==> src/rtl/var_decider_if.sv <==
// Decision request/response plus var_state read/write signals of var_decider.
// master = decider side, slave = solver control / var_state side.
`ifndef MAX_VARS_BITS
`define MAX_VARS_BITS 3
`endif

interface var_decider_if #(
  parameter int unsigned VAR_BITS = `MAX_VARS_BITS
);
  logic                start;
  logic                busy;
  logic                done;
  logic                found;
  logic [VAR_BITS-1:0] dec_var;
  logic                dec_val;
  logic                vs_read;
  logic                vs_write;
  logic [VAR_BITS-1:0] vs_var;
  logic                vs_val;
  logic                vs_unassign;
  logic                vs_val_in;
  logic                vs_unassign_in;

  modport master (
    input  start, vs_val_in, vs_unassign_in,
    output busy, done, found, dec_var, dec_val,
           vs_read, vs_write, vs_var, vs_val, vs_unassign
  );

  modport slave (
    output start, vs_val_in, vs_unassign_in,
    input  busy, done, found, dec_var, dec_val,
           vs_read, vs_write, vs_var, vs_val, vs_unassign
  );
endinterface

==> src/rtl/var_decider.sv <==
// DPLL decision engine: scans var_state for the first unassigned variable and assigns it 0.
// Define VAR_DECIDER_ROTATE_EN to start each scan just past the last decided variable.
`ifndef MAX_VARS_BITS
`define MAX_VARS_BITS 3
`endif

module var_decider #(
  parameter int unsigned VAR_BITS = `MAX_VARS_BITS,
  parameter int unsigned NUM_VARS = 1 << VAR_BITS
) (
  input logic           clock_i,
  input logic           reset_i,
  var_decider_if.master bus
);
  localparam int unsigned         CNT_BITS = VAR_BITS + 1;
  localparam logic [VAR_BITS-1:0] LAST_IDX = VAR_BITS'(NUM_VARS - 1);
  localparam logic [CNT_BITS-1:0] CNT_FULL = CNT_BITS'(NUM_VARS);

  typedef enum logic [1:0] {S_IDLE, S_SCAN, S_WRITE, S_DONE} state_e;

  state_e              state_q;
  logic                busy_q;
  logic                done_q;
  logic                found_q;
  logic                vs_read_q;
  logic                vs_write_q;
  logic [VAR_BITS-1:0] dec_var_q;
  logic [VAR_BITS-1:0] vs_var_q;
  logic [VAR_BITS-1:0] rp_q;
  logic [CNT_BITS-1:0] cnt_q;
  logic                tag_vld_q;
  logic                tag_last_q;
  logic [VAR_BITS-1:0] tag_var_q;

  logic [VAR_BITS-1:0] start_idx_d;
  logic                hit_d;
  logic                exhausted_d;
  logic                unused_vs_val_in;

  function automatic logic [VAR_BITS-1:0] wrap_inc(input logic [VAR_BITS-1:0] idx);
    return (idx == LAST_IDX) ? '0 : idx + VAR_BITS'(1);
  endfunction

  // Returning read data is tagged with the index/valid of the read issued one cycle earlier.
  assign hit_d       = (state_q == S_SCAN) && tag_vld_q && bus.vs_unassign_in;
  assign exhausted_d = (state_q == S_SCAN) && tag_last_q && !bus.vs_unassign_in;

`ifdef VAR_DECIDER_ROTATE_EN
  logic [VAR_BITS-1:0] rot_q;

  always_ff @(posedge clock_i) begin
    if (!reset_i) begin
      rot_q <= '0;
    end else if (hit_d) begin
      rot_q <= wrap_inc(tag_var_q);
    end
  end

  assign start_idx_d = rot_q;
`else
  assign start_idx_d = '0;
`endif

  always_ff @(posedge clock_i) begin
    if (!reset_i) begin
      state_q    <= S_IDLE;
      busy_q     <= 1'b0;
      done_q     <= 1'b0;
      found_q    <= 1'b0;
      vs_read_q  <= 1'b0;
      vs_write_q <= 1'b0;
      dec_var_q  <= '0;
      vs_var_q   <= '0;
      rp_q       <= '0;
      cnt_q      <= '0;
      tag_vld_q  <= 1'b0;
      tag_last_q <= 1'b0;
      tag_var_q  <= '0;
    end else begin
      tag_vld_q  <= vs_read_q;
      tag_var_q  <= vs_var_q;
      tag_last_q <= vs_read_q && (cnt_q == CNT_FULL);
      done_q     <= 1'b0;

      case (state_q)
        S_IDLE: begin
          // First read is issued on entry so it lands in the first SCAN cycle.
          if (bus.start) begin
            state_q   <= S_SCAN;
            busy_q    <= 1'b1;
            vs_read_q <= 1'b1;
            vs_var_q  <= start_idx_d;
            rp_q      <= wrap_inc(start_idx_d);
            cnt_q     <= CNT_BITS'(1);
          end
        end
        S_SCAN: begin
          if (hit_d) begin
            state_q    <= S_WRITE;
            found_q    <= 1'b1;
            dec_var_q  <= tag_var_q;
            vs_read_q  <= 1'b0;
            vs_write_q <= 1'b1;
            vs_var_q   <= tag_var_q;
          end else if (exhausted_d) begin
            state_q   <= S_DONE;
            found_q   <= 1'b0;
            vs_read_q <= 1'b0;
            done_q    <= 1'b1;
          end else if (cnt_q < CNT_FULL) begin
            vs_read_q <= 1'b1;
            vs_var_q  <= rp_q;
            rp_q      <= wrap_inc(rp_q);
            cnt_q     <= cnt_q + CNT_BITS'(1);
          end else begin
            vs_read_q <= 1'b0;
          end
        end
        S_WRITE: begin
          state_q    <= S_DONE;
          vs_write_q <= 1'b0;
          done_q     <= 1'b1;
        end
        S_DONE: begin
          state_q <= S_IDLE;
          busy_q  <= 1'b0;
        end
        default: state_q <= S_IDLE;
      endcase
    end
  end

  assign bus.busy        = busy_q;
  assign bus.done        = done_q;
  assign bus.found       = found_q;
  assign bus.dec_var     = dec_var_q;
  assign bus.dec_val     = 1'b0;
  assign bus.vs_read     = vs_read_q;
  assign bus.vs_write    = vs_write_q;
  assign bus.vs_var      = vs_var_q;
  assign bus.vs_val      = 1'b0;
  assign bus.vs_unassign = 1'b0;

  // Read polarity is only of interest to monitors.
  assign unused_vs_val_in = bus.vs_val_in;

endmodule

==> src/flat_wrapper.sv <==
// flat-port wrapper written by rule: the top's interface ports become plain ports
module var_decider_flat 
#(
  parameter int unsigned VAR_BITS = `MAX_VARS_BITS,
  parameter int unsigned NUM_VARS = 1 << VAR_BITS
)
  (clock_i, reset_i, bus_start, bus_vs_val_in, bus_vs_unassign_in, bus_busy, bus_done, bus_found, bus_dec_var, bus_dec_val, bus_vs_read, bus_vs_write, bus_vs_var, bus_vs_val, bus_vs_unassign);
  var_decider_if #(.VAR_BITS(VAR_BITS)) bus_i ();
  input logic clock_i;
  input logic reset_i;
  input wire logic [$bits(bus_i.start)-1:0] bus_start;
  input wire logic [$bits(bus_i.vs_val_in)-1:0] bus_vs_val_in;
  input wire logic [$bits(bus_i.vs_unassign_in)-1:0] bus_vs_unassign_in;
  output wire logic [$bits(bus_i.busy)-1:0] bus_busy;
  output wire logic [$bits(bus_i.done)-1:0] bus_done;
  output wire logic [$bits(bus_i.found)-1:0] bus_found;
  output wire logic [$bits(bus_i.dec_var)-1:0] bus_dec_var;
  output wire logic [$bits(bus_i.dec_val)-1:0] bus_dec_val;
  output wire logic [$bits(bus_i.vs_read)-1:0] bus_vs_read;
  output wire logic [$bits(bus_i.vs_write)-1:0] bus_vs_write;
  output wire logic [$bits(bus_i.vs_var)-1:0] bus_vs_var;
  output wire logic [$bits(bus_i.vs_val)-1:0] bus_vs_val;
  output wire logic [$bits(bus_i.vs_unassign)-1:0] bus_vs_unassign;
  assign bus_i.start = bus_start;
  assign bus_i.vs_val_in = bus_vs_val_in;
  assign bus_i.vs_unassign_in = bus_vs_unassign_in;
  assign bus_busy = bus_i.busy;
  assign bus_done = bus_i.done;
  assign bus_found = bus_i.found;
  assign bus_dec_var = bus_i.dec_var;
  assign bus_dec_val = bus_i.dec_val;
  assign bus_vs_read = bus_i.vs_read;
  assign bus_vs_write = bus_i.vs_write;
  assign bus_vs_var = bus_i.vs_var;
  assign bus_vs_val = bus_i.vs_val;
  assign bus_vs_unassign = bus_i.vs_unassign;
  var_decider #(.VAR_BITS(VAR_BITS), .NUM_VARS(NUM_VARS)) u_core (.clock_i(clock_i), .reset_i(reset_i), .bus(bus_i));
endmodule
==> config.mk <==
export PLATFORM = sky130hd
export DESIGN_NAME = var_decider_flat
export DESIGN_NICKNAME = d
export VERILOG_FILES = /design/src/rtl/var_decider_if.sv /design/src/rtl/var_decider.sv /design/src/flat_wrapper.sv
export SDC_FILE = /design/constraint.sdc
export NUM_CORES = 1
export LEC_CHECK = 0
export ABC_AREA = 1
export BUFFER_PORTS_ARGS = -buffer_cell sky130_fd_sc_hd__buf_2
export CAP_MARGIN = 20
export CORE_AREA = 2 2 53 55
export DETAILED_ROUTE_END_ITERATION = 10
export DIE_AREA = 0 0 55 57
export PLACE_DENSITY_LB_ADDON = 0.3
export SLEW_MARGIN = 10
export SYNTH_ARGS = -nofsm -noshare
export SYNTH_HDL_FRONTEND = slang
export SYNTH_SLANG_ARGS = --single-unit
==> constraint.sdc <==
create_clock -name clock_i -period 1.46 [get_ports clock_i]
set_input_delay 0.146 -clock clock_i [delete_from_list [all_inputs] [get_ports clock_i]]
set_output_delay 0.146 -clock clock_i [all_outputs]
set_load 0.03 [all_outputs]
* Yosys cells after proc, flatten, opt, wreduce, memory -nomap -nowiden
Cells that the tools add are included.
Widths: inputs -> output; s select.
** Storage, ports and cells
- ROM bits :: 0
- Memories kept :: 0
- Memory bits (writable) :: 0
- Output and inout bits :: 14
- Bits in latches :: 0
- Bits in registers :: 25
** Operators by class
- Order comparisons :: 1
- Reduce and logical (&&, ||, !) cells :: 19
- Bitwise logic cells :: 0
- Div/mod/pow operators :: 0
- Muxes and demuxes :: 33
- Add/subtract/negate cells :: 2
- Multipliers :: 0
- Shift-type cells :: 0
- Equal/unequal tests :: 13
** Operator list (count)
- $mux 3 :: 9
- $mux 4 :: 4
- $pmux 3 s2 :: 2
- $reduce_and 2->1 :: 6
- $mux 1 :: 9
- $ne 2x2->1 const B :: 4
- $pmux 1 s2 :: 4
- $pmux 2 s4 :: 1
- $pmux 4 s2 :: 1
- $reduce_bool 2->1 :: 4
- $mux 2 :: 3
- $ne 3x2->1 const B :: 2
- $logic_and 1x1->1 :: 5
- $reduce_and 5->1 :: 1
- $add 4x1->4 const B :: 1
- $eq 2x2->1 const B :: 2
- $eq 4x4->1 const B :: 1
- $lt 4x4->1 const B :: 1
- $reduce_and 4->1 :: 1
- $add 3x1->3 const B :: 1
- $eq 3x3->1 const B :: 1
- $ne 3x1->1 const B :: 1
- $eq 2x1->1 const B :: 1
- $logic_not 2->1 :: 1
- 2 further kinds :: 2

* Logic depth before layout (Yosys ltp)
Gate-level depths: netlist of run 1.
- Word-level depth :: 6
- Depth in mapped cells :: 10

* Worst setup path after synthesis of run 1
OpenSTA, ideal clock, no wires.
- Kind :: register to register
- Start :: register u_core.state_q[1]
- End :: register u_core.cnt_q[1]
- Period minus slack after synthesis :: 1.364 ns
- Cell stages (with the launch flop) :: 10
- Data required time :: 1.343 ns
- Setup slack :: 0.096 ns
- Data arrival time :: 1.246 ns
- Cells stage by stage :: dfxtp_1 inv_1 ha_1 buf_6 nand3_2 nand2_1 nor2_4 nand2_1 nand2_1 nor2_1
** Between the ends
- Longest elaborated chain between the ends :: 5
** Ends and longest elaborated chain
- start: declaration :: line var_decider.sv:21 : state_e state_q;
- start signal: assignment :: line var_decider.sv:66 : state_q <= S_IDLE;
- start signal: assignment :: line var_decider.sv:89 : state_q <= S_SCAN;
- start signal: assignment :: line var_decider.sv:99 : state_q <= S_WRITE;
- $eq 2x1->1 :: line var_decider.sv:45, var_decider.sv:46, var_decider.sv:85
- $logic_and 1x1->1, on equally long branches (2 in series) :: line var_decider.sv:45, var_decider.sv:46
- $ne 2x2->1 (no source line)
- $reduce_and 5->1 (no source line)
- end signal: assignment :: line var_decider.sv:114 : cnt_q <= cnt_q + CNT_BITS'(1);
- end: declaration :: line var_decider.sv:30 : logic [CNT_BITS-1:0] cnt_q;
Several ways; a longest one is shown, not always the timed one.
A chain may end at the register's enable or synchronous reset.

* Worst setup path in the final report of run 1
- Start :: register u_core.state_q[1]
- End :: register u_core.vs_var_q[1] (netlist: u_core.bus.vs_var[1])
** Between the ends
- Longest elaborated chain between the ends :: 5
** Ends and longest elaborated chain
- $eq 2x1->1 :: line var_decider.sv:45, var_decider.sv:46, var_decider.sv:85
- $logic_and 1x1->1, on equally long branches (2 in series) :: line var_decider.sv:46, var_decider.sv:45
- $ne 3x2->1 (no source line) or $mux 3 (tied branches)
- $reduce_and 4->1 (no source line) or $pmux 3 s2 (tied branches)
- end signal: assignment :: line var_decider.sv:92 : vs_var_q <= start_idx_d;
- end signal: assignment :: line var_decider.sv:104 : vs_var_q <= tag_var_q;
- end signal: assignment :: line var_decider.sv:112 : vs_var_q <= rp_q;
- end: declaration :: line var_decider.sv:28 : logic [VAR_BITS-1:0] vs_var_q;
Several ways; a longest one is shown, not always the timed one.

==> results of run 1 <==
==> worst paths after layout <==
kind | slack [ns] | startpoint | cells past startpoint | endpoint
min | 0.13 | bus_start | 3 | u_core.bus.busy
min reg2reg | 0.46 | u_core.bus.vs_var[2] | 2 | u_core.tag_var_q[2]
max | 0.09 | u_core.state_q[1] | 8 | u_core.bus.vs_var[1]
max reg2reg | 0.09 | u_core.state_q[1] | 8 | u_core.bus.vs_var[1]
==> cell usage in the layout (no fill, tap or decap) <==
cell type	netlist	final
a211oi_1	2	2
a21oi_1	14	14
buf_2	2	14
buf_4	3	12
clkbuf_4	0	3
clkinvlp_4	0	1
conb_1	1	3
dfxtp_1	25	24
dfxtp_2	0	1
ha_1	8	6
ha_4	0	2
inv_1	20	19
inv_2	0	1
inv_4	1	1
nand2_1	55	55
nand3_1	1	1
nand3_2	5	5
nor2_1	12	11
nor2_2	1	1
nor2_4	1	2
nor3_1	2	2
o21ai_0	6	6
o21ai_4	1	1
o22ai_1	1	1
xnor2_1	1	1
==> routing by layer <==
| layer | global-route usage [%] | vias up | wire [µm] | part of all wire (%) |
|---|---|---|---|---|
| met2 | 29.1 | 20 | 1070 | 47 |
| met5 | 0 | - | 0 | 0 |
| met4 | 6.27 | 0 | 31 | 1.4 |
| met3 | 2.36 | 4 | 85 | 3.8 |
| met1 | 22.5 | 437 | 1070 | 47 |
| li1 | - | 556 | - | - |
==> area by class of cell <==
class,count,share of cell area [%]
Tap cell,31,2.70
Clock inverter,1,0.523
Inverter,21,5.66
Multi-Input combinational cell,113,43.5
Clock buffer,3,1.57
Sequential cell,25,34.9
Timing Repair Buffer,26,11.1
==> logic make-up (layout without fill, tap and decap cells) <==
family,count (synthesis),count (layout)
buf+inv,27,51
fa+ha+maj,8,8
simple gates,77,77
compound gates,24,24
flops,25,25
other cells,1,3
xor+xnor,1,1
==> sequential cells by signal (all words and copies together), names as in the netlist <==
signal,flops
u_core.bus.busy,1
u_core.bus.dec_var,3
u_core.bus.done,1
u_core.bus.found,1
u_core.bus.vs_read,1
u_core.bus.vs_var,3
u_core.bus.vs_write,1
u_core.cnt_q,4
u_core.rp_q,3
u_core.state_q,2
u_core.tag_last_q,1
u_core.tag_var_q,3
u_core.tag_vld_q,1
==> worst max-delay path: stages (launching register included) <==
cell and delay, ns:
dfxtp_1 0.34, inv_2 0.10, ha_4 0.19, inv_4 0.06, o21ai_4 0.22, nand3_2 0.17, nor2_4 0.14, nand2_1 0.07
nand2_1 0.05
==> report_power, final <==
part           switching (µW)  internal, µW  leakage [µW]  total, µW
registers                92.7           811      0.000204        904
logic                     636           397      0.000507       1030
clock network             213           105     0.0000139        317
total                     941          1310      0.000725       2250
==> timing repair <==
item	CTS	global route
resized for setup	4	4
hold buffers	0	0
endpoints found under the setup margin	13	12
pin swaps	1	0
setup buffers	0	0
==> stage by stage <==
step / utilization, % / total power, µW / hold slack, ns / std cells
detailed placement: 52.5 / 1880 / 0.434 / 216
finish: 54.9 / 2250 / 0.134 / 220
CTS: 54.3 / 2230 / 0.128 / 220
global route: 54.9 / 2450 / 0.130 / 220
floorplan: - / 1630 / 0.346 / 165
global placement: 52.5 / 1860 / 0.423 / 216
==> summary.md, run 1 <==
| Metric | Value |
|---|---|
| Die area | 0.00314 mm² |
| Count leader, synth | nand2_1 |
| Boundary Pins | 19 |
| Asr flop ratio synth | 0% |
| Area growth syn-to-layout | 18.7% |
| Core area | 0.00262 mm² |
| Dpl hpwl | 1740 µm |
| Yosys warns | 0 |
| Worst Slack Setup Final | 0.0882 ns |
| CTS buffer count | 3 |
| Area after DPL | 0.00137 mm² |
| Synth cell count leaders | nand2_1, dfxtp_1, inv_1 |
| Synth Area in Adders | 8.27% |
| Pins Over Slew Limit | 0 |
| Remaining Overflow, GRT | 0 |
| Area used by multi-input combinational logic | 624 µm² |
| Post-Synth XOR/XNOR Area | 0.724% |
| Synth Instances | 163 |
| Initial drt markers | 25 |
| Placement Setup Slack | -0.0487 ns |
| Setup violations, final | 0 |
| Wire per inst | 10.3 µm |
| CTS root buffer | clkbuf_4 |
| Residual DRC count | 0 |
| Final period utilization | 94.0% |
| Top_reg_cell synth | dfxtp_1 |
| # port buffers | 14 |
| Number of H-tree levels | 1 |
| DR vias | 1017 |
| Post-Syn Area | 0.00121 mm² |
| Post-synth EDFFs | 0 |
| Kind of critical path | reg2reg |
| Die X | 55 µm |
| Initial antenna violation count | 0 |
| Critical path data arrival time | 1.65 ns |
| Vias in the first global route | 973 |
| Register Area | 502 µm² |
| Antenna viol nets, final | 0 |
| Area contributors post-synth | dfxtp_1, nand2_1, ha_1 |
| First-pass GRT wire length | 4000 µm |
| Mux cell area share after synthesis | 0% |
| Flops & latches, synth | 25 |
| Hold WC Path Type | in2reg |
| Peak supply drop | 0.00100 V |
| Top cell type by total area after synthesis | dfxtp_1 |
| Sink Count | 25 |
| Synthesized area per cell | 7.42 µm² |
| Compound-cell area share of the yosys netlist | 11.4% |
| Seq/Total Area, Yosys | 41.4% |
| Starting density of the core | 46.3% |
| Simple-gate share of the synthesized area | 27.6% |
| Run status | finished clean |
| Largest net degree at the start of global routing | 16 |
| Final nets | 203 |
| Final Hold Vio Count | 0 |
| # fillers | 247 |
| Top cell type's share of synthesized area | 41.4% |
| Cell variety after synth | 21 |
| Clock transition at path regs | 0.15 ns |
| CTS tree | built |
| Max_cap viols | 0 |
| Drt pass-1 iters | 4 |
| Placer Congestion | 0.812 |
| Row count | 19 |
| GR Util All Layers | 17.4% |
| RSZ-0062 raised after global routing | true |
| Min cycle time layout | 1.37 ns |
| F_max | 729 MHz |
| WP data required | 1.74 ns |
| Drt via density | 4.62 |
| Layout Skew | 0.0106 ns |
| Critical path capture point type | flop |
| Clock latency on the worst-skew pair | 0.32 ns |
| Share of layout cells above drive strength 1 | 23.3% |
| Die Ht | 57 µm |
| ANT cells | 0 |
| Routed WL | 2260 µm |
| Cell Pwr Density | 1570 mW/mm² |
| Fin area | 0.00144 mm² |
| Crit path launch type | flop |
| CP Max Fanout | 6 |
| Lkg Pwr | 0.000725 µW |
| Setup TNS | 0 ns |
| Largest family of logic cells by synthesized area | simple AND/OR/NAND/NOR gates |
| Clock buffer depth | 2 |
(Power assumes the default switching activity.)
==> inputs of run 2 (changes only) <==
--- a/config.mk
+++ b/config.mk
@@ -6,12 +6,14 @@
 export NUM_CORES = 1
 export LEC_CHECK = 0
 export ABC_AREA = 1
+export ABC_CLOCK_PERIOD_IN_PS = 1460
 export BUFFER_PORTS_ARGS = -buffer_cell sky130_fd_sc_hd__buf_2
 export CAP_MARGIN = 20
 export CORE_AREA = 2 2 53 55
 export DETAILED_ROUTE_END_ITERATION = 10
 export DIE_AREA = 0 0 55 57
 export PLACE_DENSITY_LB_ADDON = 0.3
+export RECOVER_POWER = 50
 export SLEW_MARGIN = 10
 export SYNTH_ARGS = -nofsm -noshare
 export SYNTH_HDL_FRONTEND = slang
==> summary.md, run 2 (synthesis gave the netlist of run 1 again) <==
| Metric | Value |
|---|---|
| Placer Congestion | 0.812 |
| Critical path capture point type | flop |
| CP Max Fanout | 6 |
| Sequential power share | 40.3% |
| WP data required | 1.74 ns |
| Sink Count | 25 |
| Residual DRC count | 0 |
| CTS root buffer | clkbuf_4 |
| Setup TNS | 0 ns |
| Most frequent cells in the layout | nand2_1, dfxtp_1, inv_1, a21oi_1, buf_4 |
| Row count | 19 |
| Die X | 55 µm |
| Clock transition at path regs | 0.15 ns |
| Min cycle time layout | 1.37 ns |
| Final nets | 203 |
| Placement Setup Slack | -0.0487 ns |
| Switching Share | 42.1% |
| Register Area | 502 µm² |
| Boundary Pins | 19 |
| Layout Skew | 0.0105 ns |
| Clock latency on the worst-skew pair | 0.32 ns |
| Kind of critical path | reg2reg |
| Clock buffer depth | 2 |
| Worst Hold Depth | 3 |
| Drt pass-1 iters | 4 |
| Cell Pwr Density | 1580 mW/mm² |
| Pins Over Slew Limit | 0 |
| Crit path launch type | flop |
| Initial drt markers | 25 |
| Critical path data arrival time | 1.65 ns |
| Switching power | 947 µW |
| Hold WC Path Type | in2reg |
| Peak supply drop | 0.00101 V |
| Post-CTS setup buffers | 0 |
| CTS buffer count | 3 |
| Final period utilization | 94.0% |
| Starting density of the core | 46.3% |
| Lkg Pwr | 0.000683 µW |
| Die area | 0.00314 mm² |
| Die Ht | 57 µm |
| Max_cap viols | 0 |
| Clock Power Share | 14.2% |
| ANT cells | 0 |
| Comb power frac | 45.5% |
| Worst Slack Setup Final | 0.0881 ns |
| Antenna viol nets, final | 0 |
| Largest net degree at the start of global routing | 16 |
| F_max | 729 MHz |
| Number of H-tree levels | 1 |
| Core area | 0.00262 mm² |
| DR vias | 1027 |
| First-pass GRT wire length | 4000 µm |
| # fillers | 251 |
| Final Hold Vio Count | 0 |
| # port buffers | 14 |
| Largest register by flop count | u_core.cnt_q |
| Drt via density | 4.67 |
| Share of layout cells above drive strength 1 | 18.0% |
| Overall Power | 2250 µW |
| RSZ-0062 raised after global routing | true |
| Initial antenna violation count | 0 |
| Dpl hpwl | 1740 µm |
| Remaining Overflow, GRT | 0 |
| Fin Hold WS | 0.133 ns |
| Vias in the first global route | 973 |
| GR Util All Layers | 17.4% |
| Routed WL | 2270 µm |
| FF-to-FF path depth | 8 |
| Area used by multi-input combinational logic | 624 µm² |
| Wire per inst | 10.3 µm |
| Setup violations, final | 0 |
| Run status | finished clean |
| Area growth syn-to-layout | 17.7% |
| Commonest non-fill, non-tap cell in the layout | nand2_1 |
| CTS tree | built |
| Max reg flops | 4 |
| Int Pwr | 1300 µW |
[run 2: changes by cell type in the layout (fill, tap and decap cells not counted)]
cell | previous run | this run
clkbuf_1 | 0 | 10
buf_2 | 14 | 4
[run 2: routing by layer]
metal / up-vias / track usage (%) / share of wire (%)
met4: 0 / 6.27 / 1.3
met5: - / 0 / 0
met1: 451 / 22.5 / 48
li1: 556 / - / -
met3: 4 / 2.36 / 3.2
met2: 16 / 29.1 / 47
[run 2: power by group through the flow]
| stage | combinational [µW] | sequential [µW] | clock, µW |
|---|---|---|---|
| finish | 1020 | 905 | 320 |
| detailed placement | 972 | 911 | 0 |
| global route | 1150 | 927 | 358 |
| CTS | 1000 | 904 | 323 |
| global placement | 952 | 904 | 0 |
| floorplan | 648 | 979 | 0 |
[run 2: through the flow]
| stage | cells | util, % | area (µm²) |
|---|---|---|---|
| after floorplan | 165 | - | 1220 |
| after global placement | 216 | 52.5 | 1370 |
| after detailed placement | 216 | 52.5 | 1370 |
| after CTS | 220 | 54.3 | 1420 |
| after global routing | 220 | 54.4 | 1420 |
| final | 220 | 54.4 | 1420 |
[run 2: area by class of cell]
type / count / area share, %
repair buffers: 26 / 10.4
clock inverters: 1 / 0.527
multi-input cells: 113 / 43.8
clock buffers: 3 / 1.58
flip-flops and latches: 25 / 35.2
well taps: 31 / 2.72
inverters: 21 / 5.71
[run 2: path summary, 6_finish.rpt]
kind,startpoint,end,slack [ns]
max,u_core.state_q[1],u_core.bus.vs_var[1],0.09
min,bus_start,u_core.bus.busy,0.13
max reg2reg,u_core.state_q[1],u_core.bus.vs_var[1],0.09
min reg2reg,u_core.bus.vs_var[2],u_core.tag_var_q[2],0.46
[run 2: what timing repair did]
item / in CTS / in global routing
hold buffers: 0 / 0
endpoints found under the setup margin: 13 / 12
gates resized for setup: 4 / 4
pin swaps: 1 / 0
[run 2: critical path, stage by stage (launching register included)]
cell     delay, ns
dfxtp_1       0.34
inv_2         0.10
ha_4          0.19
inv_4         0.06
o21ai_4       0.22
nand3_2       0.17
nor2_4        0.14
nand2_1       0.07
nand2_1       0.05
